==> src/rtl/sd_uart_xfer_ctrl.sv <==
// -----------------------------------------------------------------------------
// sd_uart_xfer_ctrl
//   Sequencer for the SD-card-to-UART dump path. Requests one SD block at a
//   time, but only when the FIFO can accept a whole block. Keeps the
//   FIFO-to-UART drain enabled for the whole job, counts transmitted bytes and
//   reports done / error / progress.
//
// Ports
//   clk, reset     system clock, asynchronous active-high reset
//   start, abort   one-cycle control pulses from the push-button logic
//   num_blocks     blocks to transfer, sampled when a start is accepted
//   sd_init_done   SD card initialised (level)
//   sd_finish      SD reader finished the current block (level)
//   sd_start       SD read request (level)
//   fifo_count     FIFO occupancy in bytes
//   fifo_empty     FIFO empty flag
//   byte_sent      one pulse per byte completed on the UART tx
//   drain_en       enable for the FIFO-to-UART stage
//   busy           job in progress
//   done           one-cycle pulse on successful completion
//   err_code       0 none, 1 read timeout, 2 init timeout, 3 aborted (sticky)
//   blocks_done    blocks completed in the current job
//   bytes_sent     bytes transmitted in the current job (saturating)
//   state_dbg      encoded state for the seven-segment debug display
// -----------------------------------------------------------------------------
module sd_uart_xfer_ctrl #(
   parameter int BLOCK_BYTES  = 512,
   parameter int FIFO_DEPTH   = 1024,
   parameter int INIT_TIMEOUT = 2000000,
   parameter int READ_TIMEOUT = 200000
) (
   input  logic        clk,
   input  logic        reset,
   input  logic        start,
   input  logic        abort,
   input  logic [7:0]  num_blocks,
   input  logic        sd_init_done,
   input  logic        sd_finish,
   output logic        sd_start,
   input  logic [9:0]  fifo_count,
   input  logic        fifo_empty,
   input  logic        byte_sent,
   output logic        drain_en,
   output logic        busy,
   output logic        done,
   output logic [1:0]  err_code,
   output logic [7:0]  blocks_done,
   output logic [16:0] bytes_sent,
   output logic [3:0]  state_dbg
);

   typedef enum logic [2:0] {
      S_IDLE        = 3'd0,
      S_WAIT_INIT   = 3'd1,
      S_CHECK_SPACE = 3'd2,
      S_READ_REQ    = 3'd3,
      S_READ_WAIT   = 3'd4,
      S_GAP         = 3'd5,
      S_DRAIN       = 3'd6,
      S_FINISH      = 3'd7
   } state_t;

   localparam logic [1:0]  ERR_NONE  = 2'd0;
   localparam logic [1:0]  ERR_READ  = 2'd1;
   localparam logic [1:0]  ERR_INIT  = 2'd2;
   localparam logic [1:0]  ERR_ABORT = 2'd3;

   // Largest occupancy that still leaves room for one complete block.
   localparam logic [31:0] SPACE_LIMIT = 32'(FIFO_DEPTH - BLOCK_BYTES);
   // Timer values at which the last allowed cycle has elapsed.
   localparam logic [31:0] INIT_LAST   = 32'(INIT_TIMEOUT - 1);
   localparam logic [31:0] READ_LAST   = 32'(READ_TIMEOUT - 1);
   localparam logic [16:0] BLOCK_W     = 17'(BLOCK_BYTES);

   state_t      state_q, state_d;
   logic        sd_start_q, sd_start_d;
   logic        drain_en_q, drain_en_d;
   logic        busy_q, busy_d;
   logic        done_q, done_d;
   logic [1:0]  err_q, err_d;
   logic [7:0]  count_q, count_d;
   logic [7:0]  blocks_q, blocks_d;
   logic [16:0] bytes_q, bytes_d;
   logic [31:0] timer_q, timer_d;
   logic [16:0] target_bytes;

   // 255 * 512 = 130560 still fits in 17 bits.
   assign target_bytes = 17'(count_q) * BLOCK_W;

   always_ff @(posedge clk or posedge reset) begin
      if (reset) begin
         state_q    <= S_IDLE;
         sd_start_q <= 1'b0;
         drain_en_q <= 1'b0;
         busy_q     <= 1'b0;
         done_q     <= 1'b0;
         err_q      <= ERR_NONE;
         count_q    <= '0;
         blocks_q   <= '0;
         bytes_q    <= '0;
         timer_q    <= '0;
      end else begin
         state_q    <= state_d;
         sd_start_q <= sd_start_d;
         drain_en_q <= drain_en_d;
         busy_q     <= busy_d;
         done_q     <= done_d;
         err_q      <= err_d;
         count_q    <= count_d;
         blocks_q   <= blocks_d;
         bytes_q    <= bytes_d;
         timer_q    <= timer_d;
      end
   end

   always_comb begin
      state_d    = state_q;
      sd_start_d = sd_start_q;
      drain_en_d = drain_en_q;
      busy_d     = busy_q;
      done_d     = 1'b0;
      err_d      = err_q;
      count_d    = count_q;
      blocks_d   = blocks_q;
      bytes_d    = bytes_q;
      timer_d    = timer_q;

      // The drain runs alongside the reads, so bytes are counted in any busy state.
      if (busy_q && byte_sent && (bytes_q != '1)) begin
         bytes_d = bytes_q + 17'd1;
      end

      unique case (state_q)
         S_IDLE: begin
            if (start) begin
               count_d  = num_blocks;
               blocks_d = '0;
               bytes_d  = '0;
               err_d    = ERR_NONE;
               timer_d  = '0;
               busy_d   = 1'b1;
               state_d  = (num_blocks == 8'd0) ? S_FINISH : S_WAIT_INIT;
            end
         end
         S_WAIT_INIT: begin
            if (sd_init_done) begin
               drain_en_d = 1'b1;
               state_d    = S_CHECK_SPACE;
            end else if (timer_q >= INIT_LAST) begin
               err_d      = ERR_INIT;
               busy_d     = 1'b0;
               drain_en_d = 1'b0;
               sd_start_d = 1'b0;
               state_d    = S_IDLE;
            end else begin
               timer_d = timer_q + 32'd1;
            end
         end
         S_CHECK_SPACE: begin
            if (blocks_q == count_q) begin
               state_d = S_DRAIN;
            end else if (32'(fifo_count) <= SPACE_LIMIT) begin
               state_d = S_READ_REQ;
            end
         end
         S_READ_REQ: begin
            sd_start_d = 1'b1;
            timer_d    = '0;
            state_d    = S_READ_WAIT;
         end
         S_READ_WAIT: begin
            if (sd_finish) begin
               blocks_d   = blocks_q + 8'd1;
               sd_start_d = 1'b0;
               state_d    = S_GAP;
            end else if (timer_q >= READ_LAST) begin
               sd_start_d = 1'b0;
               err_d      = ERR_READ;
               busy_d     = 1'b0;
               drain_en_d = 1'b0;
               state_d    = S_IDLE;
            end else begin
               timer_d = timer_q + 32'd1;
            end
         end
         S_GAP: begin
            // One guaranteed low cycle on sd_start between consecutive blocks.
            state_d = S_CHECK_SPACE;
         end
         S_DRAIN: begin
            if (fifo_empty && (bytes_q == target_bytes)) begin
               state_d = S_FINISH;
            end
         end
         S_FINISH: begin
            done_d     = 1'b1;
            drain_en_d = 1'b0;
            busy_d     = 1'b0;
            state_d    = S_IDLE;
         end
         default: state_d = S_IDLE;
      endcase

      // Abort overrides whatever the state logic decided this cycle, including
      // a block completion or a timeout arriving at the same time.
      if (abort && (state_q != S_IDLE)) begin
         sd_start_d = 1'b0;
         drain_en_d = 1'b0;
         busy_d     = 1'b0;
         done_d     = 1'b0;
         err_d      = ERR_ABORT;
         blocks_d   = blocks_q;
         state_d    = S_IDLE;
      end
   end

   assign sd_start    = sd_start_q;
   assign drain_en    = drain_en_q;
   assign busy        = busy_q;
   assign done        = done_q;
   assign err_code    = err_q;
   assign blocks_done = blocks_q;
   assign bytes_sent  = bytes_q;
   assign state_dbg   = 4'(state_q);

endmodule

==> config.mk <==
export PLATFORM = sky130hd
export DESIGN_NAME = sd_uart_xfer_ctrl
export DESIGN_NICKNAME = d
export VERILOG_FILES = /design/src/rtl/sd_uart_xfer_ctrl.sv
export SDC_FILE = /design/constraint.sdc
export NUM_CORES = 1
export LEC_CHECK = 0
export BUFFER_PORTS_ARGS = -buffer_cell sky130_fd_sc_hd__buf_2
export CAP_MARGIN = 30
export CORE_MARGIN = 2
export CORE_UTILIZATION = 50
export CTS_CLUSTER_DIAMETER = 40
export DETAILED_ROUTE_END_ITERATION = 10
export PLACE_DENSITY = 0.74
export SLEW_MARGIN = 20
export SYNTH_ARGS = -nofsm -noshare
export SYNTH_HDL_FRONTEND = slang
export SYNTH_SLANG_ARGS = --single-unit
==> constraint.sdc <==
create_clock -name clk -period 2.4 [get_ports clk]
set_input_delay 0.24 -clock clk [delete_from_list [all_inputs] [get_ports clk]]
set_output_delay 0.24 -clock clk [all_outputs]
set_load 0.1 [all_outputs]
# Yosys cells after proc, flatten, opt, wreduce, memory -nomap -nowiden
# Cells that the tools add are included.
# word_totals
register_bits	74
latchBits	0
inputBits	26
wordCells	108
n_memories	0
out_inout_bits	35
mem_bits_ro	0
ramBits	0
# classes
n_shift	0
bitwise_logic	1
n_eq_ne	25
mul	0
n_mux	45
n_lt_le_gt_ge	3
n_div	0
add_sub_neg	3
n_reduce_logical	21
# op_table
op	n
32-bit 2-to-1 mux	5
32-bit case mux with 4 select lines	1
17-bit 2-to-1 mux	3
32-bit by 1-bit adder with 32-bit output (second input constant)	1
32-bit by 18-bit greater-or-equal comparator with 1-bit output (second input constant)	1
32-bit by 21-bit greater-or-equal comparator with 1-bit output (second input constant)	1
3-bit 2-to-1 mux	10
3-bit case mux with 8 select lines	1
3-bit != test (second input constant)	6
6-bit AND reduction	3
17-bit by 1-bit adder with 17-bit output (second input constant)	1
17-bit == test	1
17-bit != test (second input constant)	1
8-bit 2-to-1 mux	2
8-bit case mux with 2 select lines	1
4-bit nonzero test	4
3-bit == test (second input constant)	4
1-bit 2-to-1 mux	12
2-bit 2-to-1 mux	6
2-bit != test (second input constant)	6
4-bit != test (second input constant)	3
4-bit AND reduction	3
10-bit <= comparator (second input constant)	1
8-bit by 1-bit adder with 8-bit output (second input constant)	1
15 further kinds	20

# Depth between registers and ports, before layout
# Gate-level depths: netlist (run 1).
# depth
word_depth	5
mapped_depth	13
depth_no_buf	13

# Worst setup path after synthesis (run 1)
# OpenSTA, ideal clock, no wires.
# synth_path
kind	register -> register
startpoint	register bytes_q[8] (netlist: bytes_sent[8])
endpoint	register bytes_q[12] (netlist: bytes_sent[12])
path_buffers	0
path_slack_ps	-631
arrival_time_ps	2957
path_stages_with_launch	14
setup_time_ps	74
t_required_ps	2326
period_less_slack_ps	3031
cell_sequence	dfrtp_1 > and3_1 > and3_1 > nand3_1 > nor2_1 > nand2_1 > nor3_1 > ha_1 > nor2_1 > nand2_1 > nor2_1 > nand3_1 > xor2_1 > nor2_1
# synth_between
elab_chain_cells	5
elab_cells_between_ends	6
cone_classes	add/sub: 1; eq/ne: 1; mux: 3; reduce/logical: 1
# synth_rtl
element	line	text
start: declaration	83	logic [16:0] bytes_q, bytes_d;
start signal: assignment	111	bytes_q <= bytes_d;
branches (longest 2 deep; another with 17-bit by 1-bit adder with 17-bit output)	-	
17-bit 2-to-1 mux *	129	if (busy_q && byte_sent && (bytes_q != '1)) begin
17-bit 2-to-1 mux	135	if (start) begin
17-bit 2-to-1 mux *	133	unique case (state_q)
net bytes_d[12]	83	
# Mark *: on every way through the listed nets, which the timed path passes.
# A chain may end at the register's enable or synchronous reset.

# Worst setup path after layout (run 1)
# layout_path
startpoint	register timer_q[1]
endpoint	register timer_q[20]
# layout_between
elab_chain_cells	4
elab_cells_between_ends	11
cone_classes	add/sub: 1; order compare: 2; eq/ne: 2; mux: 5; reduce/logical: 1
# layout_rtl
element	line	text
start: declaration	84	logic [31:0] timer_q, timer_d;
start signal: assignment	112	timer_q <= timer_d;
32-bit by 1-bit adder with 32-bit output	156, 183	
32-bit 2-to-1 mux (on tied branches)	176, 149	
32-bit 2-to-1 mux (on tied branches)	172, 146	
32-bit case mux with 4 select lines	133	
# Several ways; a longest one is shown, not always the timed one. The select of a mux whose other input is x is not followed.

==> impl_metrics.sql, run 1 <==
INSERT INTO impl_metrics (metric_group, metric, value, unit) VALUES
('global_route', 'gr-total-overflow', '0', ''),
('cts', 'h_tree_lvl_count', '3', ''),
('placement', 'portBuffers', '59', ''),
('global_route', 'grt_pass1_wl', '16300', 'um'),
('yosys', 'ys_warn_count', '0', ''),
('drt', 'via_per_inst', '5.80', ''),
('hold_path', 'min_path_cells', '2', ''),
('finish', 'layout_filler_cell_count', '699', ''),
('cts', 'cts.clk_slew.worst_paths', '0.09', 'ns'),
('floorplan', 'initial_utilization', '0.511', ''),
('critical_path', 'cp_required', '2.65', 'ns'),
('yosys', 'synth_cell_type_count', '63', ''),
('hold_path', 'hold_path.class', 'primary input to register', ''),
('power', 'power_density', '1020', 'nW/um2'),
('power', 'design_power_total', '5.17', 'mW'),
('finish', 'area_growth', '21.6', '%'),
('critical_path', 'r2r-end', 'timer_q[20]$_DFFE_PP0P_', ''),
('timing', 'setup_viol', '0', ''),
('finish', 'final_standard_cell_area_without_fillers', '5050', 'um2'),
('placement', 'dpl_cell_area', '4690', 'um2'),
('floorplan', 'dieArea', '9060', 'um2'),
('critical_path', 'worst_setup_path_end_kind', 'register', ''),
('cts', 'insertion_delay_to_the_later_sink_of_the_worst_skew_pair', '0.36', 'ns'),
('drt', 'drt_wl_total', '10300', 'um'),
('yosys', 'asyncSetResetFlopFracSynth', '1.00', ''),
('drt', 'dr_total_vias', '3734', ''),
('yosys', 'synth.ff_latch_count', '74', ''),
('timing', 'tightest_slew', '0.517', 'ns'),
('global_route', 'grtUsageTotal', '0.231', ''),
('power', 'p_leak', '2.33', 'nW'),
('timing', 'max_slew_margin', '0.656', ''),
('floorplan', 'dieHeight', '95.2', 'um'),
('placement', 'dp.final_hpwl', '7160', 'um'),
('finish', 'proportion_of_layout_cells_with_a_drive_suffix_above_1', '0.276', ''),
('timing', 'final_slew_violations', '0', ''),
('yosys', 'synthesis.instances', '461', ''),
('critical_path', 'ff2ff_path_depth', '9', ''),
('critical_path', 'origin_of_the_critical_flop_to_flop_path', 'timer_q[1]$_DFFE_PP0P_', ''),
('yosys', 'synthesis.nets', '492', ''),
('timing', 'finalSetupTns', '0', 'ns'),
('flow_run', 'timing.max_cap.violations', '0', ''),
('floorplan', 'fp.dieW', '95.2', 'um'),
('timing', 'fmax', '437', 'MHz'),
('global_route', 'number_of_antenna_violations_at_the_first_check_in_global_routing', '0', ''),
('drt', 'dr.pass1.iters', '5', ''),
('hold_path', 'min-delay-start', 'num_blocks[2]', ''),
('timing', 'fin_crit_sh', '0.954', ''),
('drt', 'route.antenna.remaining_nets', '0', ''),
('finish', 'layout.cells.most_common', 'sky130_fd_sc_hd__dfrtp_1', ''),
('timing', 'finalHoldViolCount', '0', ''),
('power', 'worst_ir_drop_vdd', '0.353', 'mV'),
('yosys', 'synth_enable_flop_cells', '0', ''),
('cts', 'clock_sink_count', '74', ''),
('yosys', 'synth_area_per_cell', '9.01', 'um2'),
('floorplan', 'coreArea', '8130', 'um2'),
('critical_path', 'critical_path_peak_fanout', '7', ''),
('cts', 'clock_tree_from_tritoncts', 'done', ''),
('cts', 'cts_inserted_buffers', '9', ''),
('finish', 'multi_input_logic_area', '2350', 'um2'),
('placement', 'weighted_congestion_reported_at_the_end_of_routability_driven_placement', '0.848', ''),
('timing', 'rsz0062_at_grt', 'no', ''),
('critical_path', 'critPathArrivalTime', '2.54', 'ns'),
('cts', 'clock_tree.root_cell', 'sky130_fd_sc_hd__clkbuf_8', ''),
('timing', 'final.min_clock_period', '2.29', 'ns'),
('critical_path', 'crit_type', 'register to register', ''),
('finish', 'antenna_cells', '0', ''),
('floorplan', 'io_pins', '61', ''),
('timing', 'fin_worst_skew', '0.0133', 'ns'),
('global_route', 'vias_in_the_first_global_route', '3501', ''),
('finish', 'ff_latch_area', '1860', 'um2'),
('run_status', 'outcome', 'completed', '');
## cell type report
| cell class | count | area share |
|---|---|---|
| multi-input cells | 358 | 0.465 |
| flip-flops and latches | 74 | 0.369 |
| repair buffers | 80 | 0.0926 |
| well taps | 105 | 0.0260 |
| clock buffers | 9 | 0.0245 |
| clock inverters | 7 | 0.0151 |
| inverters | 11 | 0.00817 |
## power breakdown
group	total, mW	switching, mW	internal (mW)
Combinational	2.52	1.72	0.800
Clock	0.993	0.504	0.489
Sequential	1.66	0.230	1.43
## critical path, cell delays in order (launching register included)
cell,delay [ns]
sky130_fd_sc_hd__dfrtp_1,0.44
sky130_fd_sc_hd__ha_4,0.20
sky130_fd_sc_hd__nand4_4,0.13
sky130_fd_sc_hd__nor4_2,0.36
sky130_fd_sc_hd__buf_4,0.18
sky130_fd_sc_hd__and3_1,0.24
sky130_fd_sc_hd__nand3_2,0.16
sky130_fd_sc_hd__nor3_1,0.18
sky130_fd_sc_hd__o21ai_1,0.08
sky130_fd_sc_hd__a32o_2,0.23
## metrics by stage
step	utilization	setup WS (ns)
2_1_floorplan	-	-0.106
3_3_place_gp	0.577	0.0629
3_5_place_dp	0.577	-0.0574
4_1_cts	0.608	0.00287
5_1_grt	0.621	0.00267
6_report	0.621	0.111
## Yosys cell counts (3+ instances only)
| master | count | area (um2) |
|---|---|---|
| sky130_fd_sc_hd__dfrtp_1 | 74 | 1850 |
| sky130_fd_sc_hd__nor2_1 | 57 | 214 |
| sky130_fd_sc_hd__nand2_1 | 52 | 195 |
| sky130_fd_sc_hd__nand3_1 | 27 | 135 |
| sky130_fd_sc_hd__xor2_1 | 25 | 219 |
| sky130_fd_sc_hd__a21oi_1 | 22 | 110 |
| sky130_fd_sc_hd__nor2b_1 | 14 | 87.6 |
| sky130_fd_sc_hd__nor3_1 | 13 | 65.1 |
| sky130_fd_sc_hd__xnor2_1 | 12 | 105 |
| sky130_fd_sc_hd__inv_1 | 11 | 41.3 |
| sky130_fd_sc_hd__o21ai_1 | 11 | 55.1 |
| sky130_fd_sc_hd__clkbuf_1 | 10 | 37.5 |
| sky130_fd_sc_hd__nand4_1 | 10 | 62.6 |
| sky130_fd_sc_hd__nor4_1 | 9 | 56.3 |
| sky130_fd_sc_hd__o21ai_0 | 9 | 45.0 |
| sky130_fd_sc_hd__a21o_1 | 8 | 60.1 |
| sky130_fd_sc_hd__and3_1 | 8 | 50.1 |
| sky130_fd_sc_hd__mux2_2 | 8 | 90.1 |
| sky130_fd_sc_hd__a31oi_1 | 7 | 43.8 |
| sky130_fd_sc_hd__and2_1 | 5 | 31.3 |
| sky130_fd_sc_hd__ha_1 | 5 | 62.6 |
| sky130_fd_sc_hd__nand3b_1 | 5 | 37.5 |
| sky130_fd_sc_hd__buf_1 | 4 | 15.0 |
| sky130_fd_sc_hd__o31ai_1 | 4 | 30.0 |
| sky130_fd_sc_hd__mux2i_1 | 3 | 30.0 |
## cell families after synthesis
logic type,synth area share
and+or+nand+nor,0.264
AOI/OAI and AO/OA,0.136
DFF,0.446
xor gates and xnor gates,0.0780
buffers and inverters,0.0310
muxes,0.0289
adders and majority gates,0.0151
other,0.000902
## timing repair
action / CTS / global route
pin swaps: 1 / 3
hold buffers: 1 / 0
endpoints found under the hold margin: 74 / 0
setup endpoints to repair: 14 / 33
setup buffers: 2 / 4
gates resized for setup: 4 / 13
## flip-flops by register name, indices dropped and copies added, names as in the netlist
register,flops
blocks_done,8
busy,1
bytes_sent,17
count_q,8
done,1
drain_en,1
err_code,2
sd_start,1
state_q,3
timer_q,32
## how the worst max path moves through the flow
stage,cells past startpoint,startpoint,to,slack [ns]
6_report,9,timer_q[1]$_DFFE_PP0P_,timer_q[20]$_DFFE_PP0P_,0.11
5_1_grt,7,timer_q[2]$_DFFE_PP0P_,timer_q[19]$_DFFE_PP0P_,0.003
3_5_place_dp,7,timer_q[24]$_DFFE_PP0P_,timer_q[22]$_DFFE_PP0P_,-0.06
4_1_cts,9,timer_q[0]$_DFFE_PP0P_,timer_q[20]$_DFFE_PP0P_,0.003
3_3_place_gp,8,timer_q[0]$_DFFE_PP0P_,timer_q[22]$_DFFE_PP0P_,0.06
2_1_floorplan,13,bytes_sent[7]$_DFF_PP0_,bytes_sent[12]$_DFF_PP0_,-0.11
## layer usage
metal	up-vias	wire, um	share of wire	track usage
li1	1777	-	-	-
met1	1812	4520	0.44	0.301
met2	117	4970	0.48	0.376
met3	28	540	0.052	0.0395
met4	0	278	0.027	0.105
met5	-	0	0	0
(Power assumes the default switching activity.)
==> run 2: changes to the inputs <==
- CORE_UTILIZATION: 50 -> 52
- PLACE_DENSITY: 0.74 -> 0.77
==> impl_metrics.sql, run 2 (synthesized netlist as in run 1, its figures left out) <==
INSERT INTO impl_metrics (metric_group, metric, value, unit) VALUES
('floorplan', 'initial_utilization', '0.538', ''),
('timing', 'hold_slack', '0.122', 'ns'),
('placement', 'portBuffers', '59', ''),
('drt', 'dr_total_vias', '3672', ''),
('drt', 'drt_wl_total', '10200', 'um'),
('global_route', 'gr-total-overflow', '0', ''),
('critical_path', 'critical_path_peak_fanout', '7', ''),
('critical_path', 'setup.worst_path.start_class', 'register', ''),
('global_route', 'vias_in_the_first_global_route', '3516', ''),
('cts', 'clock_tree_from_tritoncts', 'done', ''),
('finish', 'area_growth', '22.0', '%'),
('drt', 'drt_first_iter_violations', '225', ''),
('power', 'p_leak', '2.36', 'nW'),
('cts', 'clock_tree.root_cell', 'sky130_fd_sc_hd__clkbuf_8', ''),
('finish', 'largest_register_ff_count', '32', ''),
('cts', 'postCtsSetupRepairBufs', '0', ''),
('timing', 'final_slew_violations', '0', ''),
('timing', 'finalHoldViolCount', '0', ''),
('critical_path', 'critPathArrivalTime', '2.55', 'ns'),
('cts', 'clockBufferDepth', '2', ''),
('drt', 'drt-wirelength-per-cell', '15.9', 'um'),
('power', 'worst_ir_drop_vdd', '0.480', 'mV'),
('timing', 'max_slew_margin', '0.614', ''),
('drt', 'via_per_inst', '5.76', ''),
('floorplan', 'coreArea', '7730', 'um2'),
('drt', 'dr.pass1.iters', '4', ''),
('finish', 'num-nets-final', '562', ''),
('hold_path', 'hold_path.class', 'primary input to register', ''),
('finish', 'final_standard_cell_area_without_fillers', '5070', 'um2'),
('flow_run', 'timing.max_cap.violations', '0', ''),
('finish', 'layout.cells.most_common', 'sky130_fd_sc_hd__dfrtp_1', ''),
('global_route', 'grt_pass1_wl', '17000', 'um'),
('global_route', 'grtUsageTotal', '0.248', ''),
('global_route', 'number_of_antenna_violations_at_the_first_check_in_global_routing', '0', ''),
('finish', 'antenna_cells', '0', ''),
('drt', 'post-route-drc-count', '0', ''),
('finish', 'proportion_of_layout_cells_with_a_drive_suffix_above_1', '0.272', ''),
('cts', 'cts.clk_slew.worst_paths', '0.09', 'ns'),
('placement', 'dp.final_hpwl', '7020', 'um'),
('finish', 'registers.top_by_ff_count', 'timer_q', ''),
('power', 'design_power_total', '5.45', 'mW'),
('floorplan', 'io_pins', '61', ''),
('floorplan', 'number_of_placement_rows', '32', ''),
('power', 'power_density', '1070', 'nW/um2'),
('cts', 'cts_inserted_buffers', '9', ''),
('drt', 'route.antenna.remaining_nets', '0', ''),
('floorplan', 'dieHeight', '93.4', 'um'),
('run_status', 'outcome', 'completed', ''),
('finish', 'most-common-layout-cells', 'sky130_fd_sc_hd__dfrtp_1 (65), sky130_fd_sc_hd__buf_2 (59), sky130_fd_sc_hd__nor2_1 (53)', ''),
('placement', 'dpl_cell_area', '4720', 'um2'),
('cts', 'clock_sink_count', '74', ''),
('timing', 'fmax', '436', 'MHz'),
('placement', 'weighted_congestion_reported_at_the_end_of_routability_driven_placement', '0.861', ''),
('timing', 'fin_worst_skew', '0.0121', 'ns'),
('critical_path', 'worst_setup_path_end_kind', 'register', ''),
('floorplan', 'dieArea', '8720', 'um2'),
('critical_path', 'cp_required', '2.66', 'ns'),
('timing', 'tightest_slew', '0.573', 'ns'),
('critical_path', 'crit_type', 'register to register', ''),
('cts', 'h_tree_lvl_count', '3', ''),
('cts', 'insertion_delay_to_the_later_sink_of_the_worst_skew_pair', '0.36', 'ns'),
('timing', 'fin_crit_sh', '0.956', ''),
('global_route', 'maximum_number_of_pins_on_one_net_before_global_route_repair', '75', ''),
('floorplan', 'fp.dieW', '93.4', 'um'),
('timing', 'final.min_clock_period', '2.29', 'ns'),
('timing', 'setup_viol', '0', '');
run 2: cell count changes in the layout (fill, tap and decap cells not counted), sizes merged:
cell,previous run,this run
bufinv,1,4
inv,14,12
buf,79,76
clkinvlp,2,1
clkbuf,9,10
clkinv,1,0
run 2: routing by layer:
layer  up-vias  part of all wire  GRT usage
li1       1772                 -          -
met1      1783              0.44      0.320
met2       103              0.51      0.429
met3        14             0.043     0.0411
met4         0             0.015     0.0723
met5         -                 0          0
run 2: layout make-up:
type                       count  area [um2]
fill                         629        2660
multi-input combinational    358        2300
sequential                    74        1860
timing repair buffer          77         458
clock buffer                  10         138
clock inverter                 6         136
tap                          102         128
inverter                      11        41.3
run 2: where the power goes:
part	switching (mW)	internal [mW]	leakage, nW	total [mW]
combinational	1.72	0.770	1.24	2.49
clock	0.498	0.828	0.133	1.33
sequential	0.207	1.43	0.987	1.63
run 2: final timing paths:
kind                                          from                 endpoint  slack [ns]  cells past startpoint
max                        bytes_sent[2]$_DFF_PP0_   state_q[0]$_DFFE_PP0P_        0.11                      6
min                                  num_blocks[1]   count_q[1]$_DFFE_PP0P_        0.12                      2
max reg2reg                bytes_sent[2]$_DFF_PP0_   state_q[0]$_DFFE_PP0P_        0.11                      6
min reg2reg                   sd_start$_DFFE_PP0P_     sd_start$_DFFE_PP0P_        0.50                      1
max in group asynchronous                    reset  bytes_sent[6]$_DFF_PP0_        1.57                      4
min in group asynchronous                    reset   count_q[4]$_DFFE_PP0P_        0.50                      4
run 2: per-stage QoR:
| stage | setup slack, ns | util | std cells | TNS (ns) |
|---|---|---|---|---|
| after floorplan | -0.106 | - | 461 | -0.792 |
| after global placement | 0.101 | 0.611 | 621 | 0 |
| after detailed placement | 0.0815 | 0.611 | 621 | 0 |
| after CTS | 0.0620 | 0.648 | 638 | 0 |
| after global routing | -0.0173 | 0.656 | 638 | -0.0314 |
| final | 0.106 | 0.656 | 638 | 0 |
run 2: repair_timing:
action / in CTS / in global routing
hold buffers: 1 / 0
gates resized for setup: 0 / 11
hold endpoints to repair: 74 / 0
setup endpoints to repair: 0 / 18
run 2: worst max-delay path, cell delays in order (launching register included):
cell and delay, ns:
sky130_fd_sc_hd__dfrtp_2 0.46, sky130_fd_sc_hd__nor4_2 0.33, sky130_fd_sc_hd__nand3b_1 0.12, sky130_fd_sc_hd__or4_1 0.56, sky130_fd_sc_hd__o211ai_1 0.14, sky130_fd_sc_hd__nand4b_1 0.25, sky130_fd_sc_hd__o31ai_1 0.33
==> run 3: changes to the inputs <==
- ABC_AREA: unset -> 1
- CORE_UTILIZATION: 52 -> 53
==> impl_metrics.sql, run 3 <==
INSERT INTO impl_metrics (metric_group, metric, value, unit) VALUES
('run_status', 'outcome', 'completed', ''),
('cts', 'cts_inserted_buffers', '9', ''),
('cts', 'insertion_delay_to_the_later_sink_of_the_worst_skew_pair', '0.35', 'ns'),
('cts', 'clockBufferDepth', '2', ''),
('floorplan', 'number_of_placement_rows', '33', ''),
('yosys', 'post-synth-top-area-fraction', '0.404', ''),
('floorplan', 'dieArea', '9410', 'um2'),
('cts', 'clock_tree.root_cell', 'sky130_fd_sc_hd__clkbuf_8', ''),
('timing', 'hold_slack', '0.114', 'ns'),
('critical_path', 'cp_required', '2.68', 'ns'),
('flow_run', 'timing.max_cap.violations', '0', ''),
('timing', 'max_slew_margin', '0.654', ''),
('drt', 'dr.pass1.iters', '5', ''),
('finish', 'largest_register_ff_count', '32', ''),
('yosys', 'synth_area_per_cell', '7.14', 'um2'),
('global_route', 'grtUsageTotal', '0.237', ''),
('placement', 'portBuffers', '59', ''),
('critical_path', 'crit_chain', 'inv_2, nor3_2, nand2_1, inv_1, nand3_1, nor2_1, ha_1, nor2_1, nand2_2, inv_1, nand2_1, inv_1, nand2_1, o21ai_0, a21oi_1', ''),
('floorplan', 'dieHeight', '97.0', 'um'),
('drt', 'drt_first_iter_violations', '234', ''),
('hold_path', 'holdPathEnd', 'count_q[5]$_DFFE_PP0P_', ''),
('timing', 'final.min_clock_period', '2.17', 'ns'),
('finish', 'registers.top_by_ff_count', 'timer_q', ''),
('power', 'p_leak', '2.67', 'nW'),
('critical_path', 'crit_path_top_delay_cell', 'sky130_fd_sc_hd__dfrtp_2', ''),
('cts', 'h_tree_lvl_count', '3', ''),
('hold_path', 'min_path_cells', '3', ''),
('critical_path', 'r2r-end', 'bytes_sent[10]$_DFF_PP0_', ''),
('hold_path', 'min-delay-start', 'num_blocks[5]', ''),
('global_route', 'vias_in_the_first_global_route', '4002', ''),
('yosys', 'post-synth-top-area-cell', 'sky130_fd_sc_hd__dfrtp_1', ''),
('finish', 'layout.cells.most_common', 'sky130_fd_sc_hd__nand2_1', ''),
('timing', 'tightest_slew', '0.519', 'ns'),
('timing', 'fin_crit_sh', '0.906', ''),
('yosys', 'synth.cells.most_frequent', 'sky130_fd_sc_hd__nand2_1 (185), sky130_fd_sc_hd__inv_1 (84), sky130_fd_sc_hd__dfrtp_1 (74)', ''),
('critical_path', 'r2r_slack', '0.23', 'ns'),
('finish', 'proportion_of_layout_cells_with_a_drive_suffix_above_1', '0.211', ''),
('yosys', 'netlist_area', '4590', 'um2'),
('timing', 'final_slew_violations', '0', ''),
('critical_path', 'critical_path_peak_fanout', '8', ''),
('yosys', 'synth_cell_type_count', '41', ''),
('cts', 'clock_sink_count', '74', ''),
('finish', 'antenna_cells', '0', ''),
('yosys', 'asyncSetResetFlopFracSynth', '1.00', ''),
('placement', 'dp.final_hpwl', '8400', 'um'),
('power', 'power_density', '994', 'nW/um2'),
('yosys', 'synth_area_leaders', 'sky130_fd_sc_hd__dfrtp_1 (40%), sky130_fd_sc_hd__nand2_1 (15%), sky130_fd_sc_hd__inv_1 (6.9%), sky130_fd_sc_hd__nor2_1 (5.9%), sky130_fd_sc_hd__nand3_1 (5.1%)', ''),
('critical_path', 'origin_of_the_critical_flop_to_flop_path', 'bytes_sent[7]$_DFF_PP0_', ''),
('timing', 'fin_worst_skew', '0.0103', 'ns'),
('global_route', 'grt_pass1_wl', '18700', 'um'),
('timing', 'fmax', '460', 'MHz'),
('critical_path', 'crit_type', 'register to register', ''),
('yosys', 'synthesis.nets', '673', ''),
('yosys', 'ys_warn_count', '0', ''),
('global_route', 'number_of_antenna_violations_at_the_first_check_in_global_routing', '0', ''),
('floorplan', 'io_pins', '61', ''),
('timing', 'setup_viol', '0', ''),
('cts', 'clock_tree_from_tritoncts', 'done', ''),
('drt', 'post-route-drc-count', '0', ''),
('finish', 'area_growth', '14.8', '%'),
('placement', 'weighted_congestion_reported_at_the_end_of_routability_driven_placement', '0.925', ''),
('global_route', 'gr-total-overflow', '0', ''),
('yosys', 'synth_enable_flop_cells', '0', ''),
('drt', 'drt_wl_total', '10900', 'um'),
('drt', 'drt-wirelength-per-cell', '13.3', 'um'),
('finish', 'most-common-layout-cells', 'sky130_fd_sc_hd__nand2_1 (184), sky130_fd_sc_hd__inv_1 (80), sky130_fd_sc_hd__nor2_1 (71)', ''),
('floorplan', 'fp.dieW', '97.0', 'um'),
('global_route', 'maximum_number_of_pins_on_one_net_before_global_route_repair', '27', ''),
('critical_path', 'setup.worst_path.start_class', 'register', ''),
('yosys', 'synth_ff_type', 'sky130_fd_sc_hd__dfrtp_1', ''),
('critical_path', 'critPathArrivalTime', '2.45', 'ns'),
('drt', 'via_per_inst', '5.35', ''),
('power', 'worst_ir_drop_vdd', '1.10', 'mV'),
('yosys', 'synthesis.instances', '642', ''),
('finish', 'finalCoreUtilization', '0.634', ''),
('floorplan', 'coreArea', '8300', 'um2'),
('drt', 'dr_total_vias', '4389', ''),
('yosys', 'yosysMostFrequentCell', 'sky130_fd_sc_hd__nand2_1', ''),
('cts', 'cts.clk_slew.worst_paths', '0.08', 'ns'),
('critical_path', 'ff2ff_path_depth', '15', ''),
('yosys', 'synth.ff_latch_count', '74', ''),
('timing', 'finalHoldViolCount', '0', ''),
('critical_path', 'slowest_delay', '0.40', 'ns'),
('finish', 'num-nets-final', '741', ''),
('drt', 'route.antenna.remaining_nets', '0', ''),
('hold_path', 'hold_path.class', 'primary input to register', ''),
('floorplan', 'initial_utilization', '0.553', ''),
('yosys', 'synth-seq-area-share', '0.404', ''),
('critical_path', 'worst_setup_path_end_kind', 'register', ''),
('timing', 'rsz0062_at_grt', 'yes', '');
## run 3: changes by cell type in the layout (fill, tap and decap cells not counted), moves of 8 or more
cell                      delta
sky130_fd_sc_hd__nor2b_1    -14
sky130_fd_sc_hd__inv_1      +70
sky130_fd_sc_hd__mux2_2      -8
sky130_fd_sc_hd__inv_2       +8
sky130_fd_sc_hd__o21ai_2    +17
sky130_fd_sc_hd__xor2_1     -19
sky130_fd_sc_hd__nand2_1   +133
sky130_fd_sc_hd__a21o_1      -8
sky130_fd_sc_hd__buf_4       -8
sky130_fd_sc_hd__nand3_1    +24
sky130_fd_sc_hd__o21ai_0    +19
sky130_fd_sc_hd__nor2_1     +18
## run 3: worst max-delay path by stage
stage                            startpoint                       end  slack (ns)
global placement    bytes_sent[6]$_DFF_PP0_  bytes_sent[13]$_DFF_PP0_        0.32
detailed placement  bytes_sent[7]$_DFF_PP0_  bytes_sent[13]$_DFF_PP0_        0.26
floorplan           bytes_sent[8]$_DFF_PP0_  bytes_sent[15]$_DFF_PP0_        0.01
CTS                 bytes_sent[7]$_DFF_PP0_  bytes_sent[13]$_DFF_PP0_        0.21
finish              bytes_sent[7]$_DFF_PP0_  bytes_sent[10]$_DFF_PP0_        0.23
global route        bytes_sent[7]$_DFF_PP0_  bytes_sent[15]$_DFF_PP0_       -0.04
## run 3: per-stage QoR
stage	cell area (um2)	power, mW	setup WS [ns]	TNS, ns	std cells
floorplan	4610	3.75	0.0108	0	642
global placement	5040	4.23	0.317	0	802
detailed placement	5040	4.27	0.259	0	802
CTS	5240	5.23	0.214	0	819
global route	5260	5.58	-0.0368	-0.0570	820
finish	5260	5.23	0.226	0	820
## run 3: cell families after synthesis
family                   after synthesis  share of synthesized area
other                                  1                   0.000818
AND/OR/NAND/NOR                      369                      0.359
XOR/XNOR                              11                     0.0210
buffers and inverters                101                     0.0922
flip-flops                            74                      0.404
AO/OA/AOI/OAI                         81                      0.109
adder cells (fa/ha/maj)                5                     0.0136
## run 3: metal layers
metal | vias up | global-route usage | wire [um]
met5 | - | 0 | 0
met4 | 0 | 0.0791 | 167
met3 | 17 | 0.0325 | 586
met2 | 142 | 0.379 | 5070
met1 | 2031 | 0.335 | 5090
li1 | 2199 | - | -
## run 3: worst max-delay path, delay by kind of cell, from the launching register on
kind | cells | cell delay [ns]
AND/OR/NAND/NOR | 8 | 0.96
flip-flops | 1 | 0.40
buffers and inverters | 4 | 0.35
AO/OA/AOI/OAI | 2 | 0.24
adder cells (fa/ha/maj) | 1 | 0.15
## run 3: report_power, final
group          internal [mW]  switching (mW)
registers               1.43           0.198
logic                  0.692            1.95
clock network          0.482           0.479
total                   2.60            2.63
## run 3: area by class of cell
cell class	instances	area, um2
Tap cell	105	131
Clock buffer	10	128
Timing Repair Buffer	69	398
Multi-Input combinational cell	467	2340
Clock inverter	6	65.1
Fill cell	751	3040
Inverter	89	334
Sequential cell	74	1870
## run 3: timing repair
| item | CTS | global route |
|---|---|---|
| setup buffers | 0 | 1 |
| gates resized for setup | 0 | 3 |
| setup endpoints to repair | 0 | 4 |
| hold buffers | 1 | 0 |
| endpoints found under the hold margin | 22 | 0 |
